File: config.mk
export PLATFORM = sky130hd
export DESIGN_NAME = speed_ctrl_n_flat
export DESIGN_NICKNAME = d
export VERILOG_FILES = /design/src/rtl/speed_ctrl_n_if.sv /design/src/rtl/speed_ctrl_n.sv /design/src/flat_wrapper.sv
export SDC_FILE = /design/constraint.sdc
export NUM_CORES = 1
export LEC_CHECK = 0
export BUFFER_PORTS_ARGS = -buffer_cell sky130_fd_sc_hd__buf_4
export CAP_MARGIN = 5
export CORE_ASPECT_RATIO = 0.9
export CORE_MARGIN = 5
export CORE_UTILIZATION = 45
export CTS_BUF_LIST = sky130_fd_sc_hd__clkbuf_2
export DETAILED_ROUTE_END_ITERATION = 12
export PLACE_DENSITY = 0.6
export SETUP_SLACK_MARGIN = 0.2
export SYNTH_ARGS = -nofsm -noshare
export SYNTH_HDL_FRONTEND = slang
export SYNTH_SLANG_ARGS = --single-unit
export TNS_END_PERCENT = 50
File: constraint.sdc
create_clock -name clk -period 1.63 [get_ports clk]
set_input_delay 0.0815 -clock clk [delete_from_list [all_inputs] [get_ports clk]]
set_output_delay 0.0815 -clock clk [all_outputs]
set_load 0.05 [all_outputs]
File: src/rtl/speed_ctrl_n_if.sv
// Button inputs and level/pause/tick outputs of the speed controller.
interface speed_ctrl_n_if #(
    parameter int LEVEL_W = 2
);
    logic               pause_btn;
    logic               up_btn;
    logic               down_btn;
    logic [LEVEL_W-1:0] level;
    logic               paused;
    logic               tick;

    modport master (
        output pause_btn, up_btn, down_btn,
        input  level, paused, tick
    );

    modport slave (
        input  pause_btn, up_btn, down_btn,
        output level, paused, tick
    );
endinterface

File: src/rtl/speed_ctrl_n.sv
// Speed/pause controller: debounced buttons, saturating level,
// pause state and level-dependent step tick.
module speed_ctrl_n #(
    parameter int NUM_LEVELS      = 4,
    parameter int RESET_LEVEL     = 1,
    parameter int DEBOUNCE_CYCLES = 4,
    parameter int BASE_PERIOD     = 4,
    parameter int LEVEL_W         = $clog2(NUM_LEVELS)
) (
    input  logic          clk,
    input  logic          rst_n,
    speed_ctrl_n_if.slave bus
);
    localparam int MAX_PERIOD = BASE_PERIOD << (NUM_LEVELS - 1);
    localparam int CNT_W      = $clog2(MAX_PERIOD);
    localparam int DB_W       = $clog2(DEBOUNCE_CYCLES + 1);
    localparam logic [LEVEL_W-1:0] TOP_LVL = LEVEL_W'(NUM_LEVELS - 1);
    localparam logic [LEVEL_W-1:0] RST_LVL = LEVEL_W'(RESET_LEVEL);

    typedef enum logic {RUN, HOLD} state_e;

    state_e             state_q, state_d;
    logic [2:0]         raw, sync1_q, sync2_q;
    logic [2:0]         filt_q, filt_d, prev_q, press;
    logic [DB_W-1:0]    cnt_q [3];
    logic [DB_W-1:0]    cnt_d [3];
    logic [LEVEL_W-1:0] level_q, level_d;
    logic [CNT_W-1:0]   tcnt_q, tcnt_d, per_m1;
    logic               oor, up_ev, dn_ev, changed, tick_w;

    // bit 2 pause, bit 1 up, bit 0 down
    assign raw   = {bus.pause_btn, bus.up_btn, bus.down_btn};
    assign press = filt_q & ~prev_q;

    always_comb begin
        filt_d = filt_q;
        for (int i = 0; i < 3; i++) begin
            cnt_d[i] = '0;
            if (sync2_q[i] != filt_q[i]) begin
                if (cnt_q[i] + DB_W'(1) == DB_W'(DEBOUNCE_CYCLES))
                    filt_d[i] = sync2_q[i];
                else
                    cnt_d[i] = cnt_q[i] + DB_W'(1);
            end
        end
    end

    always_comb begin
        state_d = state_q;
        level_d = level_q;
        oor     = int'(level_q) >= NUM_LEVELS;
        up_ev   = press[1] & ~press[0] & ~press[2] & ~oor;
        dn_ev   = press[0] & ~press[1] & ~press[2] & ~oor;
        if (press[2])
            state_d = (state_q == RUN) ? HOLD : RUN;
        unique case (1'b1)
            oor:     level_d = RST_LVL;
            up_ev:   if (level_q != TOP_LVL) level_d = level_q + LEVEL_W'(1);
            dn_ev:   if (level_q != '0) level_d = level_q - LEVEL_W'(1);
            default: ;
        endcase
        changed = (state_d != state_q) | (level_d != level_q);
    end

    always_comb begin
        per_m1 = '0;
        for (int i = 0; i < NUM_LEVELS; i++)
            if (int'(level_q) == i)
                per_m1 = CNT_W'((BASE_PERIOD << (NUM_LEVELS - 1 - i)) - 1);
    end

    always_comb begin
        tick_w = 1'b0;
        tcnt_d = tcnt_q + CNT_W'(1);
        if (state_q == HOLD || changed) begin
            tcnt_d = '0;
        end else if (tcnt_q == per_m1) begin
            tick_w = 1'b1;
            tcnt_d = '0;
        end
    end

    always_ff @(posedge clk or negedge rst_n) begin
        if (!rst_n) begin
            sync1_q <= '0;
            sync2_q <= '0;
            filt_q  <= '0;
            prev_q  <= '0;
            for (int i = 0; i < 3; i++) cnt_q[i] <= '0;
            state_q <= RUN;
            level_q <= RST_LVL;
            tcnt_q  <= '0;
        end else begin
            sync1_q <= raw;
            sync2_q <= sync1_q;
            filt_q  <= filt_d;
            prev_q  <= filt_q;
            for (int i = 0; i < 3; i++) cnt_q[i] <= cnt_d[i];
            state_q <= state_d;
            level_q <= level_d;
            tcnt_q  <= tcnt_d;
        end
    end

    assign bus.level  = level_q;
    assign bus.paused = (state_q == HOLD);
    assign bus.tick   = tick_w;
endmodule
File: src/flat_wrapper.sv
// flat-port wrapper written by rule: the top's interface ports become plain ports
module speed_ctrl_n_flat 
#(
    parameter int NUM_LEVELS      = 4,
    parameter int RESET_LEVEL     = 1,
    parameter int DEBOUNCE_CYCLES = 4,
    parameter int BASE_PERIOD     = 4,
    parameter int LEVEL_W         = $clog2(NUM_LEVELS)
)
  (clk, rst_n, bus_pause_btn, bus_up_btn, bus_down_btn, bus_level, bus_paused, bus_tick);
  speed_ctrl_n_if #(.LEVEL_W(LEVEL_W)) bus_i ();
  input  logic clk;
  input  logic rst_n;
  input wire logic [$bits(bus_i.pause_btn)-1:0] bus_pause_btn;
  input wire logic [$bits(bus_i.up_btn)-1:0] bus_up_btn;
  input wire logic [$bits(bus_i.down_btn)-1:0] bus_down_btn;
  output wire logic [$bits(bus_i.level)-1:0] bus_level;
  output wire logic [$bits(bus_i.paused)-1:0] bus_paused;
  output wire logic [$bits(bus_i.tick)-1:0] bus_tick;
  assign bus_i.pause_btn = bus_pause_btn;
  assign bus_i.up_btn = bus_up_btn;
  assign bus_i.down_btn = bus_down_btn;
  assign bus_level = bus_i.level;
  assign bus_paused = bus_i.paused;
  assign bus_tick = bus_i.tick;
  speed_ctrl_n #(.NUM_LEVELS(NUM_LEVELS), .RESET_LEVEL(RESET_LEVEL), .DEBOUNCE_CYCLES(DEBOUNCE_CYCLES), .BASE_PERIOD(BASE_PERIOD), .LEVEL_W(LEVEL_W)) u_core (.clk(clk), .rst_n(rst_n), .bus(bus_i));
endmodule
# Word level (Yosys, flattened, before mapping)
# Cells that the tools add are included.
# Widths: inputs -> output; s select.
totals:
  reg_bits: 29
  latch_bits: 0
  ram_bits: 0
  mem_bits_ro: 0
  input_bits: 5
  output_inout_bits: 4
  elab_cells: 66
  mem_count: 0
classes:
  addsub: 6
  n_mul: 0
  div_mod_pow: 0
  n_lt_le_gt_ge: 0
  eq_ne: 13
  n_shift: 0
  n_mux: 19
  bitwise_logic: 10
  reduce_logical: 6
op_table:
  columns: ["op", "count"]
  rows:
  - ["$mux 5", 6]
  - ["$mux 3", 6]
  - ["$add 3x1->3 const B", 3]
  - ["$eq 3x3->1 const B", 3]
  - ["$reduce_and 2->1", 3]
  - ["$add 5x1->5 const B", 1]
  - ["$eq 5x5->1", 1]
  - ["$and 1x1->1", 4]
  - ["$eq 2x2->1 const B", 2]
  - ["$mux 1", 4]
  - ["$mux 2", 2]
  - ["$ne 1x1->1", 4]
  - ["$pmux 2 s2", 1]
  - ["$and 3x3->3", 1]
  - ["$not 1->1", 3]
  - ["$not 3->3", 1]
  - ["$add 2x1->2 const B", 1]
  - ["$eq 2x1->1 const B", 1]
  - ["$logic_not 2->1", 1]
  - ["$ne 2x2->1", 1]
  - ["$ne 2x2->1 const B", 1]
  - ["$reduce_bool 2->1", 1]
  - ["$sub 2x1->2 const B", 1]
  - ["$logic_or 1x1->1", 1]
  - ["$or 1x1->1", 1]

# Longest topological paths before layout
logic_depth:
  depth_word: 10
  mapped_depth: 5
  ltp_nobuf: 4

# Least setup slack after synthesis
# OpenSTA, ideal clock, no wires.
synth_path:
  path_kind: "register to output"
  startpoint: "register u_core.level_q[0], in the netlist u_core.bus.level[0]"
  endpoint: "output port bus_tick"
  arrival_time_ns: 1.811
  required_ns: 1.548
  path_slack_ns: -0.263
  stages_incl_launch_ff: 6
  path_buffers: 1
  cell_sequence: "dfstp_2 -> buf_6 -> xor2_2 -> nand4b_1 -> a21boi_2 -> and3_1"
synth_via:
  elab_chain_cells: 8
  word_cells_on_any_way: 21
  classes_between: "add/sub: 2; eq/ne: 6; mux: 9; bitwise: 1; reduce/logical: 3"
synth_rtl:
  columns: ["element", "line", "source"]
  rows:
  - ["start: declaration", "speed_ctrl_n.sv:27", "logic [LEVEL_W-1:0] level_q, level_d;"]
  - ["start signal: assignment", "speed_ctrl_n.sv:100", "level_q <= level_d;"]
  - ["parallel branches: the longest is 7 deep, another holds $sub 2x1->2", null, null]
  - ["$mux 1 (*)", "speed_ctrl_n.sv:75", "if (state_q == HOLD || changed) begin"]
  - ["end: declaration", "flat_wrapper.sv:19", "output wire logic [$bits(bus_i.tick)-1:0] bus_tick;"]
# Mark *: on every way between the ends.

# Final worst setup path
# Same ends and word-level chain as after synthesis.

==> out/metrics.yaml <==
outcome: "finished with violations"
violations: "setup timing"
ys_seq_elements: 29
synth_most_common_cell: "dfrtp_1"
multiInputGateArea_sq_um: 567
drc: 0
cp.arrival_ps: 1720
worst_pin_slew_ps: 361
cts_made_buffers: 5
grt_pass1_wl_microns: 3800
yosys-top-cells-count: "dfrtp_1 (28), ha_1 (7), nor3_1 (7)"
pwr-share-comb_pct: 39.0
utilization_pct: 56.7
num_rows: 18
grt_start_max_net_pins: 30
crit_type: "reg -> out"
regArea_sq_um: 727
syn_nets: 110
synth-main-ff-cell: "dfrtp_1"
clk_pin_slew_ps: 140
die_h_microns: 60.3
grt_pass1_vias: 871
via_per_inst: 4.87
timing.fmax_mhz: 556
antenna_left: 0
ios: 9
drt-initial-drc-count: 20
netlist_area_sq_um: 1260
postRouteWirelength_microns: 1960
ys_seq_area_share_pct: 57.5
rrSetupSlack_ps: 190
power.share.sequential_pct: 47.2
first_pass_iters: 4
netlist.area_leader.share_pct: 55.4
syn2layout_area_growth_pct: 22.3
leakage_nw: 0.705
tritoncts: "built"
port_buffers: 8
antenna_found_initial: 0
start_util_pct: 46.4
swShare_pct: 37.6
die_width_microns: 65.9
clk_latency_ps: 340
ir_drop_uv: 616
die_area_sq_um: 3970
required_ps: 1550
worstHoldPathType: "in -> async"
dp_hpwl_microns: 1310
synth_top_cell_by_area: "dfrtp_1"
crit_fanout: 6
fin_crit_ps: 1800
period_share_pct: 110
clock_path_buffers: 2
via_count: 789
maxCapViolations: 0
layout.nets: 134
endpoint_kind: "primary output"
r2r-end: "u_core.tcnt_q[1]$_DFF_PN0_"
finalSetupTns_ps: -169
avgRoutedWirePerCell_microns: 12.1
fillers: 225
htreeDepth: 2
hold_viol: 0
gp_congestion: 0.739
power_density_nw_per_um2: 1510
slew_headroom_pct: 75.9
place_area_sq_um: 1380
async_reset_ff_share_pct: 100
setup-violations-final: 1
coreArea_sq_um: 2730
fin_area_sq_um: 1550
syn_area_per_cell_sq_um: 12.9
synth.distinct_cells: 32
drv_slew: 0
worstRegToRegCells: 5
place_ws_ps: 83.3
synthTopCellsByArea: "dfrtp_1 (55%), ha_1 (6.9%), xnor2_1 (3.5%), xor2_1 (3.5%), nor3_1 (2.8%)"
synth_edf_count: 0
intPower_mw: 1.46
overflow: 0
setup_ws_ps: -169
n_antenna_cell: 0
grt_use_total_pct: 12.9
rr_startpoint: "u_core.bus.level[0]$_DFF_PN1_"
syn_inst: 98
drive_above_1_share_pct: 33.6
rsz0062_at_grt: "yes"
clockPowerShare_pct: 13.9
root_buffer: "clkbuf_2"
critPathLaunchType: "flip-flop"
synth_warnings: 0
p_sw_mw: 0.879
cts_sinks: 29
skew_ps: 9.85
[layer usage]
layer	part of all wire [%]	GRT usage [%]	wire length, microns
met1	48	16.1	939
met2	46	19.6	899
met3	4.3	4.51	85
met4	1.9	7.10	38
met5	0	0	0
[cell usage in the layout (no fill, tap or decap), types with 3 or more instances in the layout]
| cell | netlist | final |
|---|---|---|
| xnor2_1 | 5 | 5 |
| mux2_2 | 3 | 3 |
| dfrtp_1 | 28 | 28 |
| dlygate4sd3_1 | 0 | 4 |
| buf_4 | 0 | 12 |
| nor3_2 | 0 | 4 |
| nor2b_1 | 4 | 3 |
| xor2_1 | 5 | 3 |
| nand2_1 | 4 | 4 |
| ha_1 | 7 | 6 |
| nand3_1 | 5 | 5 |
| clkbuf_2 | 0 | 6 |
| xor2_2 | 1 | 3 |
| a211oi_1 | 3 | 3 |
| nor3_1 | 7 | 3 |
[critical path, stage by stage (launching register included)]
cell and delay (ps):
dfstp_2 620, nor2b_2 180, o21ai_2 80, a21boi_2 170
and3_4 200, buf_8 140
[power groups by stage]
stage / logic (mW) / clock network, mW / registers (mW)
after floorplan: 0.517 / 0 / 1.19
after global placement: 0.738 / 0 / 1.11
after detailed placement: 0.757 / 0 / 1.13
after CTS: 0.843 / 0.342 / 1.10
after global routing: 1.02 / 0.377 / 1.14
final: 0.911 / 0.324 / 1.10
[timing repair]
action                     CTS  global route
buffers inserted             2             3
hold buffers                 4             0
setup endpoints to repair    6            10
gates resized for setup      8             5
pin swaps                    1             2
hold endpoints to repair    32             0
[worst max-delay path by stage]
stage / startpoint / end / depth (start not counted)
final: u_core.bus.level[0]$_DFF_PN1_ / bus_tick / 5
after global routing: u_core.bus.level[0]$_DFF_PN1_ / bus_tick / 5
after CTS: u_core.bus.level[0]$_DFF_PN1_ / bus_tick / 5
after detailed placement: u_core.bus.level[0]$_DFF_PN1_ / u_core.tcnt_q[4]$_DFF_PN0_ / 5
after global placement: u_core.bus.level[0]$_DFF_PN1_ / bus_tick / 5
after floorplan: u_core.bus.level[0]$_DFF_PN1_ / bus_tick / 5
[registers in the layout (all words and copies together), names as in the netlist]
name and flops:
u_core.cnt_q 9, u_core.tcnt_q 5, u_core.filt_q 3, u_core.prev_q 3, u_core.sync1_q 3, u_core.sync2_q 3, u_core.bus.level 2, u_core.bus.paused 1
[area by class of cell]
cell class              count  area share [%]
multi-input cells          66            36.7
well taps                  40            3.24
clock inverters             1           0.243
clock buffers               6            1.94
flip-flops and latches     29            47.0
inverters                   2           0.486
repair buffers             18            10.4
[through the flow]
stage / power, mW / hold slack, ps / instances
finish: 2.34 / 188 / 162
global route: 2.54 / 214 / 162
CTS: 2.29 / 166 / 159
detailed placement: 1.88 / 23.9 / 146
global placement: 1.85 / 19.2 / 146
floorplan: 1.70 / -214 / 98
[logic make-up after synthesis]
| family | synth area share (%) |
|---|---|
| AO/OA/AOI/OAI | 6.34 |
| XOR/XNOR | 8.22 |
| AND/OR/NAND/NOR | 16.8 |
| adder cells (fa/ha/maj) | 6.93 |
| multiplexers | 2.67 |
| flip-flops | 57.5 |
| buffers and inverters | 1.49 |
(Power assumes the default switching activity.)
